--- src/rtl/uart_receiver.sv ---
// UART receive stage: synchronizes rx, frames start/data/stop bits and hands bytes out on
// valid/ready. Optional define UART_RX_MAJORITY_EN enables 3-sample majority voting.
module uart_receiver #(
  parameter int unsigned SYNC_STAGES = 2
) (
  input  logic        clk,
  input  logic        reset,
  input  logic        rx,
  input  logic [15:0] clocksPerCycle,
  input  logic [3:0]  bitsPerFrame,
  input  logic        rxDataReady,
  output logic        rxDataValid,
  output logic [7:0]  rxData,
  output logic        framingError,
  output logic        overrunError
);

  localparam logic [2:0] StIdle  = 3'd0;
  localparam logic [2:0] StStart = 3'd1;
  localparam logic [2:0] StData  = 3'd2;
  localparam logic [2:0] StStop  = 3'd3;
  localparam logic [2:0] StBreak = 3'd4;

  logic [SYNC_STAGES-1:0] sync_q;
  logic                   rxs;

  logic [2:0]  state_q, state_d;
  logic [15:0] cnt_q, cnt_d;
  logic [3:0]  idx_q, idx_d;
  logic [7:0]  shreg_q, shreg_d;
  logic        valid_q, valid_d;
  logic [7:0]  data_q, data_d;
  logic        ferr_q, ferr_d;
  logic        oerr_q, oerr_d;

  logic [15:0] c_val;
  logic [15:0] c_half;
  logic [15:0] h_val;
  logic [3:0]  n_val;
  logic        sample_bit;
  logic        deliver;
  logic        frame_err;
  logic [7:0]  rx_byte;

  always_ff @(posedge clk or posedge reset) begin
    if (reset) begin
      sync_q <= '1;
    end else begin
      sync_q <= {sync_q[SYNC_STAGES-2:0], rx};
    end
  end

  assign rxs = sync_q[SYNC_STAGES-1];

`ifdef UART_RX_MAJORITY_EN
  // Vote over rxs one cycle before, at, and after the sample point. The "after" value is taken
  // from the preceding synchronizer stage so the decision cycle, and thus latency, is unchanged.
  logic rxs_prev_q;
  logic rx_ahead;

  always_ff @(posedge clk or posedge reset) begin
    if (reset) begin
      rxs_prev_q <= 1'b1;
    end else begin
      rxs_prev_q <= rxs;
    end
  end

  assign rx_ahead   = sync_q[SYNC_STAGES-2];
  assign sample_bit = (rx_ahead & rxs) | (rx_ahead & rxs_prev_q) | (rxs & rxs_prev_q);
`else
  assign sample_bit = rxs;
`endif

  always_comb begin
    c_val  = (clocksPerCycle == 16'd0) ? 16'd1 : clocksPerCycle;
    c_half = c_val >> 1;
    h_val  = (c_half == 16'd0) ? 16'd1 : c_half;
    if (bitsPerFrame == 4'd0) begin
      n_val = 4'd1;
    end else if (bitsPerFrame > 4'd8) begin
      n_val = 4'd8;
    end else begin
      n_val = bitsPerFrame;
    end
  end

  // Data arrives LSB first into the top of shreg; right-align the N received bits.
  assign rx_byte = shreg_q >> (4'd8 - n_val);

  always_comb begin
    state_d   = state_q;
    cnt_d     = cnt_q;
    idx_d     = idx_q;
    shreg_d   = shreg_q;
    deliver   = 1'b0;
    frame_err = 1'b0;
    case (state_q)
      StIdle: begin
        if (!rxs) begin
          state_d = StStart;
          cnt_d   = 16'd1;
          shreg_d = 8'h00;
        end
      end
      StStart: begin
        if (cnt_q == h_val) begin
          if (!sample_bit) begin
            state_d = StData;
            cnt_d   = 16'd1;
            idx_d   = 4'd1;
          end else begin
            state_d = StIdle;
          end
        end else begin
          cnt_d = cnt_q + 16'd1;
        end
      end
      StData: begin
        if (cnt_q >= c_val) begin
          shreg_d = {sample_bit, shreg_q[7:1]};
          cnt_d   = 16'd1;
          if (idx_q >= n_val) begin
            state_d = StStop;
          end else begin
            idx_d = idx_q + 4'd1;
          end
        end else begin
          cnt_d = cnt_q + 16'd1;
        end
      end
      StStop: begin
        if (cnt_q >= c_val) begin
          if (sample_bit) begin
            deliver = 1'b1;
            state_d = StIdle;
          end else begin
            frame_err = 1'b1;
            state_d   = StBreak;
          end
        end else begin
          cnt_d = cnt_q + 16'd1;
        end
      end
      StBreak: begin
        if (rxs) begin
          state_d = StIdle;
        end
      end
      default: begin
        state_d = StIdle;
      end
    endcase
  end

  always_comb begin
    valid_d = valid_q;
    data_d  = data_q;
    ferr_d  = frame_err;
    oerr_d  = 1'b0;
    if (valid_q && rxDataReady) begin
      valid_d = 1'b0;
      data_d  = 8'h00;
    end
    // A consume in the same cycle frees the buffer for the new byte.
    if (deliver) begin
      if (!valid_q || rxDataReady) begin
        valid_d = 1'b1;
        data_d  = rx_byte;
      end else begin
        oerr_d = 1'b1;
      end
    end
  end

  always_ff @(posedge clk or posedge reset) begin
    if (reset) begin
      state_q <= StIdle;
      cnt_q   <= 16'd1;
      idx_q   <= 4'd1;
      shreg_q <= 8'h00;
      valid_q <= 1'b0;
      data_q  <= 8'h00;
      ferr_q  <= 1'b0;
      oerr_q  <= 1'b0;
    end else begin
      state_q <= state_d;
      cnt_q   <= cnt_d;
      idx_q   <= idx_d;
      shreg_q <= shreg_d;
      valid_q <= valid_d;
      data_q  <= data_d;
      ferr_q  <= ferr_d;
      oerr_q  <= oerr_d;
    end
  end

  assign rxDataValid  = valid_q;
  assign rxData       = data_q;
  assign framingError = ferr_q;
  assign overrunError = oerr_q;

endmodule

--- config.mk ---
export PLATFORM = sky130hd
export DESIGN_NAME = uart_receiver
export DESIGN_NICKNAME = d
export VERILOG_FILES = /design/src/rtl/uart_receiver.sv
export SDC_FILE = /design/constraint.sdc
export NUM_CORES = 1
export LEC_CHECK = 0
export CAP_MARGIN = 20
export CELL_PAD_IN_SITES_DETAIL_PLACEMENT = 1
export CELL_PAD_IN_SITES_GLOBAL_PLACEMENT = 2
export CORE_ASPECT_RATIO = 1.75
export CORE_MARGIN = 4
export CORE_UTILIZATION = 25
export CTS_CLUSTER_DIAMETER = 100
export DETAILED_ROUTE_END_ITERATION = 7
export GPL_TIMING_DRIVEN = 0
export HOLD_SLACK_MARGIN = 0.02
export MAX_ROUTING_LAYER = met4
export PLACE_DENSITY = 0.7
export SYNTH_ARGS = -nofsm -noshare
export SYNTH_HDL_FRONTEND = slang
export SYNTH_SLANG_ARGS = --single-unit
--- constraint.sdc ---
create_clock -name clk -period 3.1 [get_ports clk]
set_input_delay 0.465 -clock clk [delete_from_list [all_inputs] [get_ports clk]]
set_output_delay 0.465 -clock clk [all_outputs]
set_load 0.01 [all_outputs]
==> run_results.csv, run 1 <==
group,metric,value,unit
detailed_routing,wl,10.6,mm
timing,max_freq,0.329,GHz
timing,relative_slew_margins,48.8,%
layout,cell_area_after_layout,4220,sq um
detailed_routing,wire_per_inst,17.7,microns
grt,largest_net_degree_at_the_start_of_global_routing,40,
setup_path,cp-end-kind,"flop",
detailed_routing,drt_pass1_iterations,4,
pwr,clkPwrFrac,32.4,%
detailed_routing,detail_route.vias_per_cell,5.09,
setup_path,worstPathMaxFanout,5,
placement,io_buffer_count,34,
layout,final_nets,472,
run_status,result_of_the_run,"complete, no violations",
yosys,ys_async_sr_fraction,100,%
setup_path,startpoint_type,"input pin",
timing,min_period_over_period,98.0,%
timing,grt_setup_unrepaired,"no",
timing,report.final.slew_viol_count,0,
floorplanning,rows,55,
floorplanning,chipWidth,94.7,microns
cts,clk_path_buf_depth,2,
detailed_routing,dr_total_vias,3037,
placement,finalWeightedCongestion,0.817,
layout,antennaDiodeCount,0,
yosys,syn_nets,414,
yosys,ys_ff_latch,44,
timing,hold_violations,0,
layout,post_route_cells_drive_above_1_share,18.5,%
pwr,vdd_drop_max,0.189,mV
cts,cts_buffers,5,
yosys,synthFlopType,"sky130_fd_sc_hd__dfrtp_1",
pwr,power_frac_seq,41.4,%
yosys,synth-edff-count,0,
grt,global_route.overflow_total,0,
timing,setup_viol,0,
floorplanning,ioPinCount,35,
detailed_routing,drt_iter0_markers,94,
cts,cts-htree-levels,2,
layout,flow.area_growth_from_synthesis,28.4,%
pwr,cellLeakagePower,1.88,nW
timing,fin_tns_setup,0,ps
grt,vias_in_the_first_global_route,3363,
placement,placement.cell_area,3860,sq um
cts,cts-hold-fix-buffers,0,
pwr,p_comb_share,26.2,%
pwr,cell_internal_pwr,1.15,mW
cts,clock-sinks,44,
yosys,yosys_warnings,0,
floorplanning,floorplan.die_area,15100,sq um
detailed_routing,route.detailed.drc,0,
setup_path,crit_arrival,3220,ps
layout,final_common_cell,"sky130_fd_sc_hd__nand2_1",
yosys,synth_seq_area_share,33.6,%
layout,mostFrequentLayoutCells,"sky130_fd_sc_hd__nand2_1, sky130_fd_sc_hd__dfrtp_1, sky130_fd_sc_hd__inv_1, sky130_fd_sc_hd__a21oi_1, sky130_fd_sc_hd__ha_1",
floorplanning,initial_utilization,25.4,%
yosys,synthesis.instances,367,
yosys,synthesis.area_per_instance,8.96,sq um
detailed_routing,drt.antenna.violating_nets,0,
floorplanning,chip_height,160,microns
cts,clock_tree_from_tritoncts,"yes",
timing,transition_at_the_pin_with_the_smallest_max_transition_slack,763,ps
setup_path,worst-endpoint-required,3280,ps
pwr,fin_total_pwr,1.71,mW
pwr,p_per_area,405,nW/um^2
cts,clk-insertion-delay-late,290,ps
pwr,switching_fraction,32.9,%
grt,grt.total_usage,14.6,%
placement,dpl.hpwl,8.03,mm
grt,grt_first_pass_wirelength,16.8,mm
grt,number_of_antenna_violations_at_the_first_check_in_global_routing,0,
layout,finish.utilization,32.6,%
floorplanning,placeableCoreArea,12900,sq um
pwr,switchingPower,562,uW
timing,layout_min_cycle_time,3040,ps
cts,clkTransAtPathRegs,70,ps
setup_path,critical_path_class,"input pin to flop",
yosys,unique_cell_type_count_in_the_yosys_netlist,61,
timing,clock_skew,8.75,ps
cts,clock_tree.root_cell,"sky130_fd_sc_hd__clkbuf_16",
yosys,synthesis.area,3290,sq um
hold_path,hold_path_class,"flop to flop",
job,maxCapViolCount,0,
synthesized netlist by cell type (all sizes together) (3+ instances only):
cell / number / area share, %
nor3: 14 / 2.1
mux2i: 20 / 6.1
o221ai: 4 / 1.1
and2: 5 / 0.95
dfrtp: 40 / 30
or3: 8 / 1.7
dfstp: 4 / 3.2
a211oi: 5 / 1.1
a21oi: 23 / 3.6
a21o: 7 / 1.7
xor2: 16 / 4.3
o21ai: 9 / 1.4
nand2: 45 / 5.1
ha: 23 / 8.8
buf: 3 / 0.61
nor4: 9 / 1.9
a221o: 10 / 3.2
nor2: 18 / 2.1
nand4: 7 / 1.3
clkbuf: 10 / 1.1
inv: 32 / 3.7
a22o: 6 / 1.6
nand3: 9 / 1.4
layout make-up:
cell class                 instances  area, sq um
clock buffer                       6          139
clock inverter                     2         10.0
timing repair buffer              52          450
tap                              171          214
fill                            1566         8710
sequential                        44         1110
buffer                            12         60.1
multi-input combinational        276         2110
inverter                          34          129
power groups by stage:
stage	clock network, mW	logic, mW	registers [mW]
finish	0.554	0.449	0.707
CTS	0.573	0.423	0.708
detailed placement	0	0.415	0.718
floorplan	0	0.292	0.689
global route	0.593	0.500	0.719
global placement	0	0.399	0.718
path summary, 6_finish.rpt:
kind,startpoint,end,slack (ps),cells past startpoint
hold / removal,sync_q[0]$_DFF_PP1_,sync_q[1]$_DFF_PP1_,360,0
max in group asynchronous,reset,idx_q[0]$_DFFE_PP1P_,2190,3
min in group asynchronous,reset,cnt_q[13]$_DFFE_PP0P_,380,2
hold reg to reg,sync_q[0]$_DFF_PP1_,sync_q[1]$_DFF_PP1_,360,0
setup / recovery,clocksPerCycle[14],cnt_q[13]$_DFFE_PP0P_,60,12
setup reg to reg,cnt_q[3]$_DFFE_PP0P_,cnt_q[13]$_DFFE_PP0P_,180,9
flip-flops by register name (all words and copies together), names as in the netlist:
register	count
sync_q	2
state_q	3
overrunError	1
rxData	8
idx_q	4
rxDataValid	1
framingError	1
cnt_q	16
shreg_q	8
worst max-delay path, stage by stage:
cell                        delay (ps)
sky130_fd_sc_hd__clkbuf_4          150
sky130_fd_sc_hd__nor4_4            330
sky130_fd_sc_hd__a41o_1            270
sky130_fd_sc_hd__ha_4              220
sky130_fd_sc_hd__nor3b_4           200
sky130_fd_sc_hd__o21ai_2           100
sky130_fd_sc_hd__a311oi_4          270
sky130_fd_sc_hd__buf_6             160
sky130_fd_sc_hd__a21oi_2            70
sky130_fd_sc_hd__or3_4             460
sky130_fd_sc_hd__clkbuf_16         180
sky130_fd_sc_hd__a221o_1           330
metal layers:
| metal | track usage, % | vias up | part of all wire, % |
|---|---|---|---|
| met1 | 13.4 | 1507 | 35 |
| met3 | 1.84 | 12 | 2.7 |
| met5 | - | - | 0 |
| li1 | - | 1460 | - |
| met4 | 4.80 | 0 | 2.1 |
| met2 | 29.3 | 58 | 60 |
cells by family (layout without fill, tap and decap cells):
family                   Yosys count  after routing  share of synthesized area, %
multiplexers                      24             24                          8.14
AO/OA/AOI/OAI                     87             87                          20.5
flip-flops                        44             44                          33.6
AND/OR/NAND/NOR                  124            124                          18.5
adder cells (fa/ha/maj)           23             23                          8.75
buffers and inverters             47            106                          5.63
XOR/XNOR                          18             18                          4.79
stage by stage:
step | setup slack (ps) | hold WS, ps | instances
final | 63.5 | 357 | 597
after global placement | -1090 | 347 | 572
after CTS | 33.9 | 358 | 589
after floorplan | 84.7 | 345 | 367
after global routing | 0.950 | 360 | 597
after detailed placement | -1100 | 347 | 573
what timing repair did:
item	CTS	global route
buffers inserted	9	7
resized for setup	30	34
cloned	0	1
pin swaps	7	10
endpoints found under the setup margin	42	18
Note: power is estimated with default switching activity, not from simulation.
==> run 2: changes to the inputs <==
CTS_CLUSTER_DIAMETER = 150   (was 100)
==> results of run 2 <==
The final DEF is identical to that of run 1; final timing and power are the same.
==> edit 1 (flow settings as in run 1) <==
Change the parameter `SYNC_STAGES` from 2 to 4.
--- a/src/rtl/uart_receiver.sv
+++ b/src/rtl/uart_receiver.sv
@@ -3,3 +3,3 @@
 module uart_receiver #(
-  parameter int unsigned SYNC_STAGES = 2
+  parameter int unsigned SYNC_STAGES = 4
 ) (
Formal check against the unedited RTL: not equivalent (Yosys sat finds a counterexample within 10 cycles, from zero or initial values and one cycle with reset high).
==> edit 1 against run 1 <==
Global-route usage decreased by 1.2 points; die area up 0.63%; routed wire length fell by 10%; synthesized area increased by 0.68%; critical path depth unchanged; power grew 19%; sequential cell count increased by 2; setup slack improved by 0.11 ns; cell area down 1.1%; clock power is 11% higher; critical path type unchanged.
==> edit 1: results (changes against run 1) <==
stage	metric	value	unit	change
run_status	outcome	finished, final reports clean		unchanged
placed_design	dp_hpwl	7550	um	was 8030 um
synth	synth_xor_area_frac	0.0499		was 0.0479
final_layout	largest_register	cnt_q		unchanged
worst_hold_path	hold_path_startpoint	sync_q[2]$_DFF_PP1_		was sync_q[0]$_DFF_PP1_
worst_setup_path	cp.arrival	3.10	ns	was 3.22 ns
global_route	grt_pass1_vias	3117		was 3,363
clock_network	clockRootBuffer	clkbuf_16		unchanged
global_route	grt_max_degree	32		was 40
synth	ys_types	61		unchanged
final_layout	diodes	0		unchanged
sta	finalClockSkew	0.00414	ns	was 0.00875 ns
clock_network	cts_inserted_buffers	5		unchanged
synth	synth-compound-area-share	0.172		was 0.205
sta	hold_viol_final	0		unchanged
clock_network	clock_path_buffers	2		unchanged
synth	syn_area_per_cell	8.85	um^2	was 8.96 um^2
final_layout	nNetsFinal	469		was 472
synth	synth_mux_area_frac	0.0711		was 0.0814
placed_design	gp_congestion	0.804		was 0.817
worst_setup_path	cp_max_fo	10		was 5
clock_network	clk_latency	0.29	ns	about the same
final_layout	nFillCells	1580		was 1,566
routing	via_per_inst	4.92		was 5.09
worst_setup_path	r2r_cells	11		was 9
routing	drt_iter0_drc	52		was 94
synth	yosysWarnings	0		unchanged
sta	slew_headroom	0.496		was 0.488
clock_network	cts.htree.levels	2		unchanged
synth	synthTopCellsByArea	dfrtp_1, ha_1, nand2_1		was dfrtp_1, ha_1, mux2i_1
routing	dr.pass1.iters	4		unchanged
worst_setup_path	crit_start	clocksPerCycle[5]		was clocksPerCycle[14]
routing	wl	9470	um	was 10,600 um
synth	synthAdderAreaFrac	0.0869		was 0.0875
flow_run	max_cap_viol_count	0		unchanged
clock_network	path_clk_slew	0.06	ns	
placed_design	place_area	3880	um^2	was 3860 um^2
global_route	grtUsageTotal	0.134		was 0.146
final_layout	final_cells	594		was 597
worst_hold_path	hold_class	reg -> reg		unchanged
synth	synthTopCellsByCount	nand2_1, dfrtp_1, inv_1		unchanged
synth	ys_seq_area_frac	0.350		was 0.336
pwr	ir_drop	0.227	mV	was 0.189 mV
worst_setup_path	r2r-start	cnt_q[0]$_DFFE_PP1P_		was cnt_q[3]$_DFFE_PP0P_
placed_design	io_buffers	34		unchanged
pwr	power_leakage	2.01	nW	was 1.88 nW
synth	syn_nets	421		was 414
placed_design	pre_cts_ws	-1.08	ns	was -1.10 ns
final_layout	largest_reg_flops	16		unchanged
synth	synth_flop_cell	dfrtp_1		unchanged
final_layout	drive_gt1_frac	0.128		was 0.185
global_route	grt_pass1_wl	15600	um	was 16,800 um
placed_design	placedCellCount	580		was 573
==> edit 1: logic make-up after synthesis <==
logic type / count (synthesis)
adders and majority gates: 23
AOI/OAI and AO/OA: 81
buffers and inverters: 41
DFF: 46
xor gates and xnor gates: 18
and+or+nand+nor: 144
muxes: 21
==> edit 1: path summary, 6_finish.rpt <==
check / to / slack (ns)
worst max register to register: cnt_q[11]$_DFFE_PP0P_ / 0.38
min in group asynchronous: cnt_q[7]$_DFFE_PP0P_ / 0.48
worst min-delay path: sync_q[3]$_DFF_PP1_ / 0.36
max in group asynchronous: idx_q[0]$_DFFE_PP1P_ / 2.04
worst min register to register: sync_q[3]$_DFF_PP1_ / 0.36
worst max-delay path: cnt_q[11]$_DFFE_PP0P_ / 0.18
==> edit 1: final cells by class <==
cell class	instances	area (um^2)	share of cell area
clock inverters	2	37.5	0.00899
clock buffers	6	129	0.0309
well taps	171	214	0.0512
flip-flops and latches	46	1160	0.277
plain buffers	15	93.8	0.0225
repair buffers	41	403	0.0965
multi-input cells	287	2040	0.489
inverters	26	97.6	0.0234
==> edit 1: routing by layer <==
| metal | share of wire | track usage | wire [um] | vias to the layer above |
|---|---|---|---|---|
| met3 | 0.033 | 0.0212 | 310 | 15 |
| met1 | 0.37 | 0.133 | 3520 | 1425 |
| met4 | 0.023 | 0.0420 | 221 | 0 |
| li1 | - | - | - | 1429 |
| met2 | 0.57 | 0.256 | 5420 | 52 |
| met5 | 0 | - | 0 | - |
==> edit 1: worst max-delay path, cell delays in order <==
cell	delay, ns
dlygate4sd2_1	0.29
nor4_4	0.30
a41o_2	0.23
ha_1	0.21
nand2b_1	0.15
a211oi_2	0.17
o211a_1	0.23
o21ai_2	0.11
and2_4	0.18
a211o_1	0.30
buf_6	0.16
a211o_1	0.29
==> edit 1: repair_timing <==
action                                  4_1_cts  5_1_grt
hold endpoints to repair                      0        0
endpoints found under the setup margin       38       26
setup buffers                                 6        0
hold buffers                                  0        0
pin swaps                                     5        6
gates resized for setup                      28       14
==> edit 1: report_power, final <==
part / internal [mW] / total, mW / switching (mW)
clock: 0.381 / 0.614 / 0.233
sequential: 0.661 / 0.744 / 0.0830
combinational: 0.290 / 0.670 / 0.380
==> edit 2 (settings of run 1) <==
Without the edit above. Put one more register stage on the output `framingError`, cleared by the reset. The value now appears one clock later. The other outputs are not delayed to match.
--- a/src/rtl/uart_receiver.sv
+++ b/src/rtl/uart_receiver.sv
@@ -199,3 +199,9 @@
   assign rxData       = data_q;
-  assign framingError = ferr_q;
+  always_ff @(posedge clk or posedge reset) begin
+    if (reset) begin
+      framingError <= '0;
+    end else begin
+      framingError <= ferr_q;
+    end
+  end
   assign overrunError = oerr_q;
Check against the original RTL: not equivalent (Yosys sat finds a counterexample within 10 cycles, from zero or initial values and one cycle with reset high).
==> edit 2 against run 1 <==
Non-clock buffer count is 3 lower; synthesized area grew 6.9%; critical path type unchanged; largest cell class unchanged; via count rose by 10%; cell area up 5.5%; sequential cell count rose by 1; routed wire length increased by 12%; setup slack lost 0.0052 ns.
Power is not compared: it rests on default switching activity, and its combinational part moved more than twofold at a synthesized area within 25%.
==> edit 2: results (changes against run 1) <==
stage	metric	value	unit	change
run_status	outcome	finished, final reports clean		unchanged
global_route	use_met2	0.309		was 0.293
routing	vias	3344		was 3,037
final_layout	area_share_clock_buf_inv	0.0351		was 0.0353
final_layout	drive_gt1_frac	0.144		was 0.185
worst_setup_path	cp.arrival	3.23	ns	was 3.22 ns
worst_hold_path	hold_path_startpoint	ferr_q$_DFF_PP0_		was sync_q[0]$_DFF_PP1_
synth	synth_mux_area_frac	0.0456		was 0.0814
synth	synthTopCellsByCount	nand2_1, dfrtp_1, inv_1		unchanged
clock_network	cts_setup_buffers	9		unchanged
sta	slew_headroom	0.341		was 0.488
synth	synthTopCellsByArea	dfrtp_1, ha_1, nand2_1		was dfrtp_1, ha_1, mux2i_1
global_route	grt_max_degree	29		was 40
placed_design	placedCellCount	616		was 573
global_route	grtUsageTotal	0.152		was 0.146
final_layout	inv_count	35		was 34
final_layout	area_share_nonclk_buffers	0.122		was 0.121
routing	drt_iter0_drc	114		was 94
worst_setup_path	r2r-start	cnt_q[10]$_DFFE_PP0P_		was cnt_q[3]$_DFFE_PP0P_
worst_setup_path	crit_start	clocksPerCycle[15]		was clocksPerCycle[14]
worst_hold_path	hold_end	framingError$_DFF_PP0_		was sync_q[1]$_DFF_PP1_
sta	finalClockSkew	0.0140	ns	was 0.00875 ns
final_layout	multi_input_area_share	0.510		was 0.501
final_layout	num-nonclk-buffers	61		was 64
synth	synth-compound-area-share	0.217		was 0.205
routing	via_per_inst	5.26		was 5.09
global_route	use_met3	0.0135		was 0.0184
clock_network	path_clk_slew	0.07	ns	about the same
placed_design	dp_hpwl	9190	um	was 8030 um
final_layout	nFillCells	1645		was 1,566
clock_network	clk_latency	0.30	ns	
synth	synth_xor_area_frac	0.0477		was 0.0479
clock_network	cts_resized	14		was 30
final_layout	multi_input_comb_cells	310		was 276
synth	syn_nets	451		was 414
global_route	grt_pass1_wl	18800	um	was 16,800 um
final_layout	regArea	1130	um^2	was 1110 um^2
sta	period_share	0.981		was 0.980
global_route	grt_use_met1	0.147		was 0.134
pwr	power_switching	1.16	mW	
final_layout	seq_cells	45		was 44
synth	ys_types	62		was 61
placed_design	pre_cts_ws	-0.631	ns	was -1.10 ns
worst_setup_path	cp_slowest_cell	clkdlybuf4s50_1		was or3_4
placed_design	gp_congestion	0.879		was 0.817
worst_setup_path	rr_endpoint	cnt_q[12]$_DFFE_PP0P_		was cnt_q[13]$_DFFE_PP0P_
synth	syn_area_per_cell	8.70	um^2	was 8.96 um^2
routing	wl_per_cell	18.6	um	was 17.7 um
final_layout	nNetsFinal	505		was 472
## edit 2: cell count changes in the layout (fill, tap and decap cells not counted), moves of 8 or more
cell / delta
clkbuf_2: -12
nand3_1: +24
mux2i_1: -13
o21ai_1: +12
o31ai_1: +8
## edit 2: metrics by stage
| step | setup TNS (ns) | instance area, um^2 | hold WS (ns) |
|---|---|---|---|
| 2_1_floorplan | 0 | 3520 | 0.331 |
| 3_3_place_gp | -17.81 | 4080 | 0.344 |
| 3_5_place_dp | -18.93 | 4100 | 0.341 |
| 4_1_cts | 0 | 4370 | 0.358 |
| 5_1_grt | -0.0406 | 4450 | 0.365 |
| 6_report | 0 | 4450 | 0.354 |
## edit 2: layer usage
layer | wire length, um | vias up
met5 | 0 | -
met4 | 391 | 0
met3 | 304 | 28
met2 | 6880 | 76
met1 | 4250 | 1649
li1 | - | 1591
